`config.mk`:
```
export PLATFORM = sky130hd
export DESIGN_NAME = sdumper
export DESIGN_NICKNAME = d
export VERILOG_FILES = /design/src/rtl/life_pkg.sv /design/src/rtl/sdumper.sv
export SDC_FILE = /design/constraint.sdc
export NUM_CORES = 1
export LEC_CHECK = 0
export BUFFER_PORTS_ARGS = -buffer_cell sky130_fd_sc_hd__clkbuf_2
export CAP_MARGIN = 0
export CORE_ASPECT_RATIO = 0.6
export CORE_MARGIN = 4
export CORE_UTILIZATION = 40
export CTS_CLUSTER_DIAMETER = 60
export DETAILED_ROUTE_END_ITERATION = 8
export GPL_TIMING_DRIVEN = 0
export SYNTH_ARGS = -nofsm -noshare
export SYNTH_HDL_FRONTEND = slang
export SYNTH_SLANG_ARGS = --single-unit
```
`constraint.sdc`:
```
create_clock -name clk -period 1.9 [get_ports clk]
set_input_delay 0.285 -clock clk [delete_from_list [all_inputs] [get_ports clk]]
set_output_delay 0.285 -clock clk [all_outputs]
set_load 0.03 [all_outputs]
```
`src/rtl/life_pkg.sv`:
```
// ---------------------------------------------------------------------------
// life_pkg - definitions shared by the torus seed loader and the dumper.
//
// Contents:
//   CHAR_ALIVE / CHAR_DEAD / CHAR_CR / CHAR_LF - UART character protocol
//   sdumper_state_t                            - dumper FSM state encoding
//   cnt_width()                                - counter width, minimum 1 bit
// ---------------------------------------------------------------------------
package life_pkg;

    localparam logic [7:0] CHAR_ALIVE = 8'h2A;  // '*'
    localparam logic [7:0] CHAR_DEAD  = 8'h2D;  // '-'
    localparam logic [7:0] CHAR_CR    = 8'h0D;
    localparam logic [7:0] CHAR_LF    = 8'h0A;

    typedef enum logic [2:0] {
        SD_IDLE,
        SD_CELL,
        SD_GUARD,
        SD_CR,
        SD_LF,
        SD_DONE
    } sdumper_state_t;

    // Width of a counter spanning 0..n-1; a single-entry range still needs 1 bit.
    function automatic int cnt_width(input int n);
        return (n > 1) ? $clog2(n) : 1;
    endfunction

endpackage

```
`src/rtl/sdumper.sv`:
```
// ---------------------------------------------------------------------------
// sdumper - serialises the current torus generation over UART.
//
// Each cell is read from torus_last and recirculated into seed with a
// seed_ena pulse, so after one full revolution the torus is unchanged.
// Alive cells go out as '*', dead cells as '-', optionally CR LF per row.
//
// Ports:
//   clk        in   system clock
//   reset      in   synchronous, active-high reset
//   start      in   dump request pulse, ignored while busy
//   torus_last in   last cell of the torus shift chain
//   tx_busy    in   UART transmitter busy (rises the cycle after tx_send)
//   seed       out  bit shifted back into the torus
//   seed_ena   out  torus shift enable, one pulse per cell
//   tx_byte    out  byte to transmit, held until the next send
//   tx_send    out  single-cycle transmit strobe
//   busy       out  dump in progress
//   done       out  single-cycle pulse after the last byte is handed over
// ---------------------------------------------------------------------------
module sdumper
    import life_pkg::*;
#(
    parameter int TORUS_WIDTH  = 32,
    parameter int TORUS_HEIGHT = 16,
    parameter bit EOL_ENA      = 1'b1
) (
    input  logic       clk,
    input  logic       reset,
    input  logic       start,
    input  logic       torus_last,
    input  logic       tx_busy,
    output logic       seed,
    output logic       seed_ena,
    output logic [7:0] tx_byte,
    output logic       tx_send,
    output logic       busy,
    output logic       done
);

    localparam int COL_W = cnt_width(TORUS_WIDTH);
    localparam int ROW_W = cnt_width(TORUS_HEIGHT);
    localparam logic [COL_W-1:0] COL_LAST = COL_W'(TORUS_WIDTH - 1);
    localparam logic [ROW_W-1:0] ROW_LAST = ROW_W'(TORUS_HEIGHT - 1);

    sdumper_state_t   state, state_d;
    sdumper_state_t   ret, ret_d;       // state to enter after GUARD
    logic [COL_W-1:0] col, col_d;
    logic [ROW_W-1:0] row, row_d;
    logic             seed_d, seed_ena_d, tx_send_d, busy_d, done_d;
    logic [7:0]       tx_byte_d;

    always_ff @(posedge clk) begin
        if (reset) begin
            state    <= SD_IDLE;
            ret      <= SD_IDLE;
            col      <= '0;
            row      <= '0;
            seed     <= 1'b0;
            seed_ena <= 1'b0;
            tx_byte  <= 8'h00;
            tx_send  <= 1'b0;
            busy     <= 1'b0;
            done     <= 1'b0;
        end else begin
            state    <= state_d;
            ret      <= ret_d;
            col      <= col_d;
            row      <= row_d;
            seed     <= seed_d;
            seed_ena <= seed_ena_d;
            tx_byte  <= tx_byte_d;
            tx_send  <= tx_send_d;
            busy     <= busy_d;
            done     <= done_d;
        end
    end

    always_comb begin
        state_d    = state;
        ret_d      = ret;
        col_d      = col;
        row_d      = row;
        seed_d     = seed;
        seed_ena_d = 1'b0;
        tx_byte_d  = tx_byte;
        tx_send_d  = 1'b0;
        busy_d     = busy;
        done_d     = 1'b0;

        case (state)
            SD_IDLE: begin
                if (start) begin
                    col_d   = '0;
                    row_d   = '0;
                    busy_d  = 1'b1;
                    state_d = SD_CELL;
                end
            end

            SD_CELL: begin
                if (!tx_busy) begin
                    tx_byte_d  = torus_last ? CHAR_ALIVE : CHAR_DEAD;
                    tx_send_d  = 1'b1;
                    seed_d     = torus_last;
                    seed_ena_d = 1'b1;
                    state_d    = SD_GUARD;
                    if (col != COL_LAST) begin
                        col_d = col + COL_W'(1);
                        ret_d = SD_CELL;
                    end else if (EOL_ENA) begin
                        col_d = '0;
                        ret_d = SD_CR;
                    end else if (row != ROW_LAST) begin
                        col_d = '0;
                        row_d = row + ROW_W'(1);
                        ret_d = SD_CELL;
                    end else begin
                        ret_d = SD_DONE;
                    end
                end
            end

            // The UART only raises tx_busy one cycle after tx_send, so its
            // value here is stale; this cycle also lets the torus shift
            // settle before torus_last is sampled again.
            SD_GUARD: begin
                state_d = ret;
            end

            SD_CR: begin
                if (!tx_busy) begin
                    tx_byte_d = CHAR_CR;
                    tx_send_d = 1'b1;
                    state_d   = SD_GUARD;
                    ret_d     = SD_LF;
                end
            end

            SD_LF: begin
                if (!tx_busy) begin
                    tx_byte_d = CHAR_LF;
                    tx_send_d = 1'b1;
                    state_d   = SD_GUARD;
                    if (row == ROW_LAST) begin
                        ret_d = SD_DONE;
                    end else begin
                        row_d = row + ROW_W'(1);
                        ret_d = SD_CELL;
                    end
                end
            end

            SD_DONE: begin
                done_d  = 1'b1;
                busy_d  = 1'b0;
                state_d = SD_IDLE;
            end

            default: begin
                state_d = SD_IDLE;
            end
        endcase
    end

endmodule

```
==> flow_metrics.py, run 1 <==
metrics = {
    "setup_path": {
        "critical_path.top_delay_family": "simple AND/OR/NAND/NOR gates",
        "worst_ep_required_time_ns": 2.11,
        "cp_max_fo": 9,
        "r2r_setup_slack_ns": 0.09,
        "crit_chain": "buf_6, or4b_1, clkbuf_4, or4_1, a21oi_2",
        "cp-start-kind": "flip-flop",
        "cp-end-kind": "flip-flop",
        "slowest_delay_ns": 0.49,
        "cp_num_buf_inv": 2,
        "cp.depth": 5,
        "startpoint": "state[2]",
        "worst_ep_arrival_time_ns": 2.02,
        "endpoint": "col[3]",
        "cpMaxStageDelayCell": "or4_1",
        "worstRegToRegCells": 5,
        "r2r_end": "col[3]",
        "r2r_start": "state[2]",
        "worstSetupPathType": "flip-flop to flip-flop",
    },
    "cts": {
        "cts_buffer_depth": 2,
        "clk-insertion-delay-late_ns": 0.27,
        "cts_tree": "done",
        "htree_levels": 1,
        "cts_hold_buffers": 0,
        "clk_pin_slew_ns": 0.08,
        "clock-root-buffer": "clkbuf_8",
        "cts_buffers": 3,
        "cts_sinks": 24,
    },
    "yosys": {
        "syn_area_um2": 1112,
        "synth-edff-count": 0,
        "ys_types": 37,
        "ys_warn_count": 0,
        "synth_top_area_cell": "dfxtp_1",
        "async_reset_ff_share_pct": 0,
        "yosys-top-cells-count": "24 x dfxtp_1, 13 x a21oi_1, 11 x nor2_1, 7 x nand2_1, 7 x nor2b_1",
        "synth_ff_type": "dfxtp_1",
        "syn_avg_cell_area_um2": 8.623,
        "netlist_instances": 129,
        "synth_seq_area_share_pct": 43.19,
        "synth-seq-cells": 24,
        "synth_most_common_cell": "dfxtp_1",
        "yosys-top-cells-area": "dfxtp_1 43%, a21oi_1 5.8%, nor2b_1 3.9%, nor2_1 3.7%, ha_1 3.4%",
        "yosysTopAreaCellShare_pct": 43.19,
    },
    "routing": {
        "drc": 0,
        "routed-wl-met2_um": 985,
        "routedWlPerCell_um": 13.97,
        "drt-total-wl_um": 2528,
        "drt.antenna.violating_nets": 0,
        "drt_iter0_markers": 68,
        "routed-via-count": 971,
        "wl_met3_um": 220,
        "dr.pass1.iters": 4,
        "top_layer_used": "met4",
        "wl_met1_um": 1310,
        "viasPerCell": 5.365,
    },
    "power": {
        "p_int_uw": 848.0,
        "clkPwrFrac_pct": 39.9,
        "irDropWorstVdd_uv": 579.8,
        "power_frac_comb_pct": 12.8,
        "p_switching_uw": 270.9,
        "seq_power_share_pct": 47.3,
        "switching_share_pct": 24.21,
        "p_leak_nw": 0.5179,
        "p_per_area_nw_per_um2": 850.8,
    },
    "timing": {
        "worst_slew_pin_slew_ns": 0.5399,
        "finalCriticalPeriod_ns": 1.812,
        "hold_ws_ns": 0.2659,
        "rsz0062_at_grt": "no",
        "skew_ns": 0.001077,
        "relSlewSlack_pct": 63.85,
        "fmax_mhz": 552.0,
        "setup_viol": 0,
        "fin_tns_setup_ns": 0,
        "slew_violations": 0,
        "fin_crit_sh_pct": 95.35,
        "hold_viol": 0,
        "timing.final.ws_setup_ns": 0.08840,
    },
    "global_route": {
        "grt_max_degree": 15,
        "antenna_found_initial": 0,
        "grt-ovfl-total": 0,
        "grt_util_all_layers_pct": 13.70,
        "grt_pass1_wl_um": 4236,
        "grt_pass1_vias": 918,
    },
    "run": {
        "cap_viol_max_count": 0,
    },
    "placed_design": {
        "dp_worst_setup_slack_ns": 0.1289,
        "hpwl_um": 1758,
        "port-buffer-count": 14,
        "routabilityCongestion": 0.7748,
    },
    "floorplanning": {
        "die_w_um": 76.08,
        "die_height_um": 48.85,
        "start_util_pct": 43.20,
        "num_rows": 14,
        "ios": 18,
        "core_um2": 2575,
        "die-area_um2": 3716,
    },
    "finish": {
        "layout-drive-gt1-share_pct": 18.79,
        "nNetsFinal": 158,
        "area_delta_synth_final_pct": 18.22,
        "n_antenna_cell": 0,
    },
    "status": {
        "status": "complete, no violations",
    },
    "min_path": {
        "hold_path.class": "primary input to flip-flop",
    },
}
==> worst register-to-register path, cell delays in order, from the launching register on <==
cell	delay, ns
dfxtp_1	0.31
buf_6	0.13
or4b_1	0.49
clkbuf_4	0.19
or4_1	0.50
a21oi_2	0.14
==> through the flow <==
step	cell area (um2)	cells	power (mW)	util, %
after floorplan	1120	131	0.6412	-
after global placement	1230	177	0.6768	47.76
after CTS	1301	181	1.124	50.53
after global routing	1315	181	1.167	51.07
after detailed placement	1230	177	0.6788	47.76
final	1315	181	1.119	51.07
==> registers in the layout, summed over array words and instances (netlist names) <==
register  cells
busy          1
col           5
done          1
ret           3
row           4
seed          1
seed_ena      1
state         3
tx_byte       4
tx_send       1
==> repair_timing <==
action                                  4_1_cts  5_1_grt
gates resized for setup                       0        4
endpoints found under the setup margin        0        5
buffers inserted                              0        0
endpoints found under the hold margin         0        0
==> worst min path at each step <==
stage | start | end | cells after the start
floorplan | torus_last | seed | 2
global placement | tx_byte[3] | tx_byte[3] | 2
detailed placement | tx_byte[1] | tx_byte[1] | 2
CTS | torus_last | seed | 3
global route | torus_last | seed | 3
finish | torus_last | seed | 3
==> power groups by stage <==
| stage | clock network (mW) | registers, mW | logic [mW] |
|---|---|---|---|
| global placement | 0 | 0.540 | 0.137 |
| finish | 0.447 | 0.529 | 0.143 |
| detailed placement | 0 | 0.541 | 0.138 |
| floorplan | 0 | 0.559 | 0.0825 |
| global route | 0.479 | 0.532 | 0.156 |
| CTS | 0.456 | 0.529 | 0.139 |
==> per-layer routing <==
metal / vias up / global-route usage, %
met5: - / 0
met4: 0 / 1.744
met3: 2 / 4.797
met2: 36 / 18.61
met1: 435 / 20.95
li1: 498 / -
==> cell usage in the layout, fill, tap and decap left out, types with 3 or more instances in the layout <==
| master | netlist | layout |
|---|---|---|
| clkbuf_8 | 0 | 3 |
| o21ai_0 | 6 | 6 |
| nor2_1 | 11 | 10 |
| ha_1 | 3 | 3 |
| inv_1 | 5 | 5 |
| nand2_1 | 7 | 7 |
| clkbuf_2 | 0 | 14 |
| or3_1 | 3 | 3 |
| a22oi_1 | 3 | 3 |
| nand3b_1 | 3 | 3 |
| dfxtp_1 | 24 | 24 |
| conb_1 | 1 | 3 |
| or4b_1 | 3 | 3 |
| buf_4 | 4 | 4 |
| a21oi_1 | 13 | 12 |
| nor2b_1 | 7 | 7 |
| clkbuf_1 | 4 | 4 |
==> kinds of logic (layout without fill, tap and decap cells) <==
kind of cell | count (synthesis) | after routing | share of synthesized area [%]
buffers and inverters | 16 | 34 | 7.649
adder cells (fa/ha/maj) | 3 | 3 | 3.375
other | 1 | 3 | 0.3371
AND/OR/NAND/NOR | 49 | 49 | 24.86
flip-flops | 24 | 24 | 43.19
AO/OA/AOI/OAI | 36 | 36 | 20.58
==> area by class of cell <==
cell class / instances / area, um2
buffer: 11 / 68.82
tap: 32 / 40.04
clock buffer: 3 / 41.29
fill: 267 / 1260
timing repair buffer: 14 / 70.07
sequential: 24 / 480.5
inverter: 5 / 18.77
multi-input combinational: 91 / 565.5
clock inverter: 1 / 30.03
Note: power is estimated with default switching activity, not from simulation.
==> run 2: changes to the inputs <==
--- a/config.mk
+++ b/config.mk
@@ -12,7 +12,7 @@
 export CORE_UTILIZATION = 40
 export CTS_CLUSTER_DIAMETER = 60
 export DETAILED_ROUTE_END_ITERATION = 8
-export GPL_TIMING_DRIVEN = 0
+export GPL_TIMING_DRIVEN = 1
 export SYNTH_ARGS = -nofsm -noshare
 export SYNTH_HDL_FRONTEND = slang
 export SYNTH_SLANG_ARGS = --single-unit
==> run 2 against run 1 <==
Register-to-register slack better by 0.05 ns. Clock-buffer cell count unchanged. Power fell by 0.79%. Utilization decreased by 1.7 points. Maximum frequency grew 2.9%. Routed wire length is 4.7% lower. First-iteration DRC count down 62%. Sequential share of layout area up 1.2 points. Sequential power about the same. Non-clock buffer count down 6. Clock power barely moved. Largest cell class unchanged. Largest power group unchanged.
==> flow_metrics.py, run 2 (synthesized netlist as in run 1, its figures left out) <==
metrics = {
    "status": {
        "status": "complete, no violations",
    },
    "global_route": {
        "grt_util_all_layers_pct": 13.47,
        "grt_max_degree": 25,
        "grt_pass1_vias": 901,
        "grt_pass1_wl_um": 4126,
        "antenna_found_initial": 0,
        "grt-ovfl-total": 0,
    },
    "floorplanning": {
        "core_um2": 2575,
        "die_height_um": 48.85,
        "die-area_um2": 3716,
        "die_w_um": 76.08,
        "start_util_pct": 43.20,
        "num_rows": 14,
        "ios": 18,
    },
    "setup_path": {
        "worstSetupPathType": "flip-flop to flip-flop",
        "worst_ep_required_time_ns": 2.09,
        "cp-start-kind": "flip-flop",
        "worst_ep_arrival_time_ns": 1.95,
        "cp-end-kind": "flip-flop",
        "cp_max_fo": 6,
    },
    "routing": {
        "viasPerCell": 5.366,
        "routed-via-count": 939,
        "drt_iter0_markers": 26,
        "dr.pass1.iters": 4,
        "wl_met1_um": 1316,
        "drt.antenna.violating_nets": 0,
        "routedWlPerCell_um": 13.76,
        "routed-wl-met2_um": 940,
        "drc": 0,
        "wl_met3_um": 134,
        "drt-total-wl_um": 2408,
        "top_layer_used": "met4",
    },
    "placed_design": {
        "postPlaceCellArea_um2": 1201,
        "routabilityCongestion": 0.7908,
        "hpwl_um": 1807,
        "place_inst": 171,
        "port-buffer-count": 14,
    },
    "finish": {
        "final_area_um2": 1272,
        "layout-drive-gt1-share_pct": 16.08,
        "fin_util_pct": 49.42,
        "final_cell_mix": "24 x dfxtp_1, 14 x clkbuf_2, 13 x a21oi_1",
        "area_delta_synth_final_pct": 14.40,
        "regMostFlops": "col",
        "num-fill-cells": 253,
        "largest_reg_flops": 5,
        "n_antenna_cell": 0,
        "nNetsFinal": 152,
        "layout_commonest_cell": "dfxtp_1",
        "reg_top3": "col x5, row x4, tx_byte x4",
        "final_cells": 175,
    },
    "timing": {
        "fmax_mhz": 568.0,
        "setup_viol": 0,
        "hold_viol": 0,
        "relSlewSlack_pct": 63.16,
        "worst_slew_pin_slew_ns": 0.5484,
        "fin_tns_setup_ns": 0,
        "slew_violations": 0,
        "fin_crit_sh_pct": 92.67,
        "skew_ns": 0.001022,
        "finalCriticalPeriod_ns": 1.761,
        "rsz0062_at_grt": "no",
    },
    "power": {
        "p_leak_nw": 0.4983,
        "p_per_area_nw_per_um2": 872.3,
        "irDropWorstVdd_uv": 557.8,
    },
    "cts": {
        "clk-insertion-delay-late_ns": 0.26,
        "post-cts-setup-buffers": 0,
        "cts_hold_buffers": 0,
        "cts_buffer_depth": 2,
        "clock-root-buffer": "clkbuf_8",
        "cts_buffers": 3,
        "clk_pin_slew_ns": 0.09,
        "htree_levels": 1,
        "cts_resized": 0,
        "cts_tree": "done",
        "cts_sinks": 24,
    },
    "min_path": {
        "hold_path.class": "primary input to flip-flop",
    },
    "run": {
        "cap_viol_max_count": 0,
    },
}
==> run 2: changes by cell type in the layout (fill, tap and decap cells not counted), sizes merged <==
cell    previous run  this run
clkbuf            22        17
buf                6         5
==> run 2: report_power, final <==
group          internal (mW)  leakage, nW  switching [mW]
logic                 0.0426        0.268          0.0892
clock network          0.282       0.0357           0.166
registers              0.519        0.195          0.0123
==> run 2: final timing paths <==
kind,from,to,slack (ns),depth (start not counted)
max,col[0],col[3],0.14,5
min,torus_last,seed,0.28,3
max reg2reg,col[0],col[3],0.14,5
min reg2reg,tx_byte[3],tx_byte[3],0.46,2
==> run 2: worst max-delay path, stage by stage, from the launching register on <==
cell and delay [ns]:
dfxtp_1 0.35, ha_1 0.23, and3_1 0.19, ha_1 0.24, or4_1 0.52, a21oi_1 0.16
==> run 2: area by class of cell <==
| cell class | count | area (um2) | share of cell area (%) |
|---|---|---|---|
| repair buffers | 19 | 107.6 | 8.456 |
| clock inverters | 1 | 30.03 | 2.360 |
| multi-input cells | 91 | 554.3 | 43.56 |
| inverters | 5 | 18.77 | 1.475 |
| flip-flops and latches | 24 | 480.5 | 37.76 |
| clock buffers | 3 | 41.29 | 3.245 |
| well taps | 32 | 40.04 | 3.147 |
==> run 2: metrics by stage <==
step	setup slack (ns)	hold WS (ns)	power (mW)
detailed placement	0.1603	0.4551	0.6743
CTS	0.1548	0.2771	1.117
finish	0.1393	0.2850	1.110
global placement	0.2081	0.4323	0.6725
global route	0.06130	0.2914	1.152
floorplan	0.2123	0.4210	0.6412
==> run 2: layer usage <==
| metal | global-route usage (%) | vias up |
|---|---|---|
| met5 | 0 | - |
| met4 | 2.035 | 0 |
| met3 | 5.166 | 2 |
| met2 | 19.03 | 23 |
| met1 | 19.64 | 433 |
| li1 | - | 481 |
==> run 3: changes to the inputs <==
--- a/config.mk
+++ b/config.mk
@@ -7,12 +7,12 @@
 export LEC_CHECK = 0
 export BUFFER_PORTS_ARGS = -buffer_cell sky130_fd_sc_hd__clkbuf_2
 export CAP_MARGIN = 0
-export CORE_ASPECT_RATIO = 0.6
 export CORE_MARGIN = 4
-export CORE_UTILIZATION = 40
+export CORE_UTILIZATION = 54
 export CTS_CLUSTER_DIAMETER = 60
 export DETAILED_ROUTE_END_ITERATION = 8
 export GPL_TIMING_DRIVEN = 1
+export PLACE_DENSITY = 0.77
 export SYNTH_ARGS = -nofsm -noshare
 export SYNTH_HDL_FRONTEND = slang
 export SYNTH_SLANG_ARGS = --single-unit
==> run 3 against run 2 <==
Register-to-register slack is essentially flat. Clock-buffer cell count grew 1. Final cell count down 2.9%. Combinational power hardly changed. Design area fell by 3.2%. Global-route usage increased by 3.8 points. Die area fell by 23%. Routed wire length is 6.0% lower. Setup slack improved by 0.00097 ns. Sequential share of layout area is 1.3 points higher. Sequential power is essentially flat. Via count up 2.2%.
==> flow_metrics.py, run 3 (synthesized netlist as in run 1, its figures left out) <==
metrics = {
    "cts": {
        "clk-insertion-delay-late_ns": 0.31,
        "cts_buffers": 3,
        "cts_sinks": 24,
        "clk_pin_slew_ns": 0.12,
        "cts_hold_buffers": 0,
        "clock-root-buffer": "clkbuf_4",
        "cts_tree": "done",
        "cts_buffer_depth": 2,
        "htree_levels": 1,
        "post-cts-setup-buffers": 0,
        "cts_resized": 0,
    },
    "timing": {
        "relSlewSlack_pct": 66.20,
        "hold_viol": 0,
        "rsz0062_at_grt": "no",
        "setup_viol": 0,
        "worst_slew_pin_slew_ns": 0.5048,
        "fmax_mhz": 568.3,
        "skew_ns": 0.002725,
        "timing.final.ws_setup_ns": 0.1403,
        "finalCriticalPeriod_ns": 1.760,
        "fin_crit_sh_pct": 92.62,
        "fin_tns_setup_ns": 0,
        "slew_violations": 0,
    },
    "global_route": {
        "grt_pass1_vias": 867,
        "grt_max_degree": 25,
        "antenna_found_initial": 0,
        "grt_pass1_wl_um": 3698,
        "grt_util_all_layers_pct": 17.32,
        "grt-ovfl-total": 0,
    },
    "routing": {
        "routedWlPerCell_um": 13.32,
        "drt-total-wl_um": 2264,
        "viasPerCell": 5.647,
        "dr.pass1.iters": 4,
        "drt_iter0_markers": 22,
        "drc": 0,
        "routed-via-count": 960,
        "drt.antenna.violating_nets": 0,
    },
    "finish": {
        "num-fill-cells": 191,
        "reg_top3": "col x5, row x4, tx_byte x4",
        "nNetsFinal": 152,
        "largest_reg_flops": 5,
        "final_cell_mix": "24 x dfxtp_1, 14 x clkbuf_2, 13 x a21oi_1",
        "area_delta_synth_final_pct": 10.69,
        "n_antenna_cell": 0,
        "layout_commonest_cell": "dfxtp_1",
        "regMostFlops": "col",
        "layout-drive-gt1-share_pct": 16.08,
    },
    "placed_design": {
        "dp_worst_setup_slack_ns": 0.1981,
        "hpwl_um": 1616,
        "port-buffer-count": 14,
        "routabilityCongestion": 0.7687,
    },
    "setup_path": {
        "cp_max_fo": 6,
        "worst_ep_required_time_ns": 2.15,
        "cp-end-kind": "flip-flop",
        "r2r_setup_slack_ns": 0.14,
        "worst_ep_arrival_time_ns": 2.01,
        "cp-start-kind": "flip-flop",
        "worstSetupPathType": "flip-flop to flip-flop",
    },
    "power": {
        "p_per_area_nw_per_um2": 750.5,
        "p_leak_nw": 0.4838,
        "irDropWorstVdd_uv": 670.0,
    },
    "floorplanning": {
        "die_height_um": 53.39,
        "core_um2": 1962,
        "start_util_pct": 56.70,
        "die-area_um2": 2850,
        "die_w_um": 53.39,
        "num_rows": 16,
        "ios": 18,
    },
    "min_path": {
        "hold_path.class": "primary input to flip-flop",
    },
    "run": {
        "cap_viol_max_count": 0,
    },
    "status": {
        "status": "complete, no violations",
    },
}
run 3: path summary, 6_finish.rpt:
kind	startpoint	end	depth (start not counted)
worst min register to register	tx_byte[3]	tx_byte[3]	2
worst min-delay path	torus_last	seed	3
worst max register to register	col[0]	col[2]	5
worst max-delay path	col[0]	col[2]	5
run 3: worst max-delay path: stages, from the launching register on:
cell	delay, ns
dfxtp_1	0.36
ha_1	0.23
and3_1	0.19
ha_1	0.24
or4b_1	0.52
a21oi_1	0.15
run 3: area by class of cell:
type / count / area, um2 / share of cell area (%)
tap: 27 / 33.78 / 2.744
timing repair buffer: 19 / 107.6 / 8.740
multi-input combinational: 91 / 554.3 / 45.02
sequential: 24 / 480.5 / 39.02
clock buffer: 4 / 36.28 / 2.947
inverter: 5 / 18.77 / 1.524
run 3: through the flow:
step                      area (um2)  hold slack (ns)  total power, mW  instances  util [%]
after floorplan                 1120           0.4210           0.6412        131         -
after global placement          1195           0.4329           0.6679        166     60.91
after detailed placement        1195           0.4361           0.6723        166     60.91
after CTS                       1231           0.2119           0.9286        170     62.76
after global routing            1231           0.2085           0.9608        170     62.76
final                           1231           0.2136           0.9240        170     62.76
run 3: power breakdown:
group	total, mW	internal (mW)	leakage, nW	switching (mW)
Clock	0.261	0.117	0.0210	0.144
Sequential	0.531	0.519	0.195	0.0115
Combinational	0.132	0.0429	0.268	0.0894
Total	0.924	0.679	0.484	0.245
run 3: layer usage:
layer	GRT usage (%)	part of all wire (%)	vias up
li1	-	-	485
met1	23.17	47	444
met2	27.14	46	29
met3	5.915	5.7	2
met4	2.553	0.53	0
met5	0	0	-
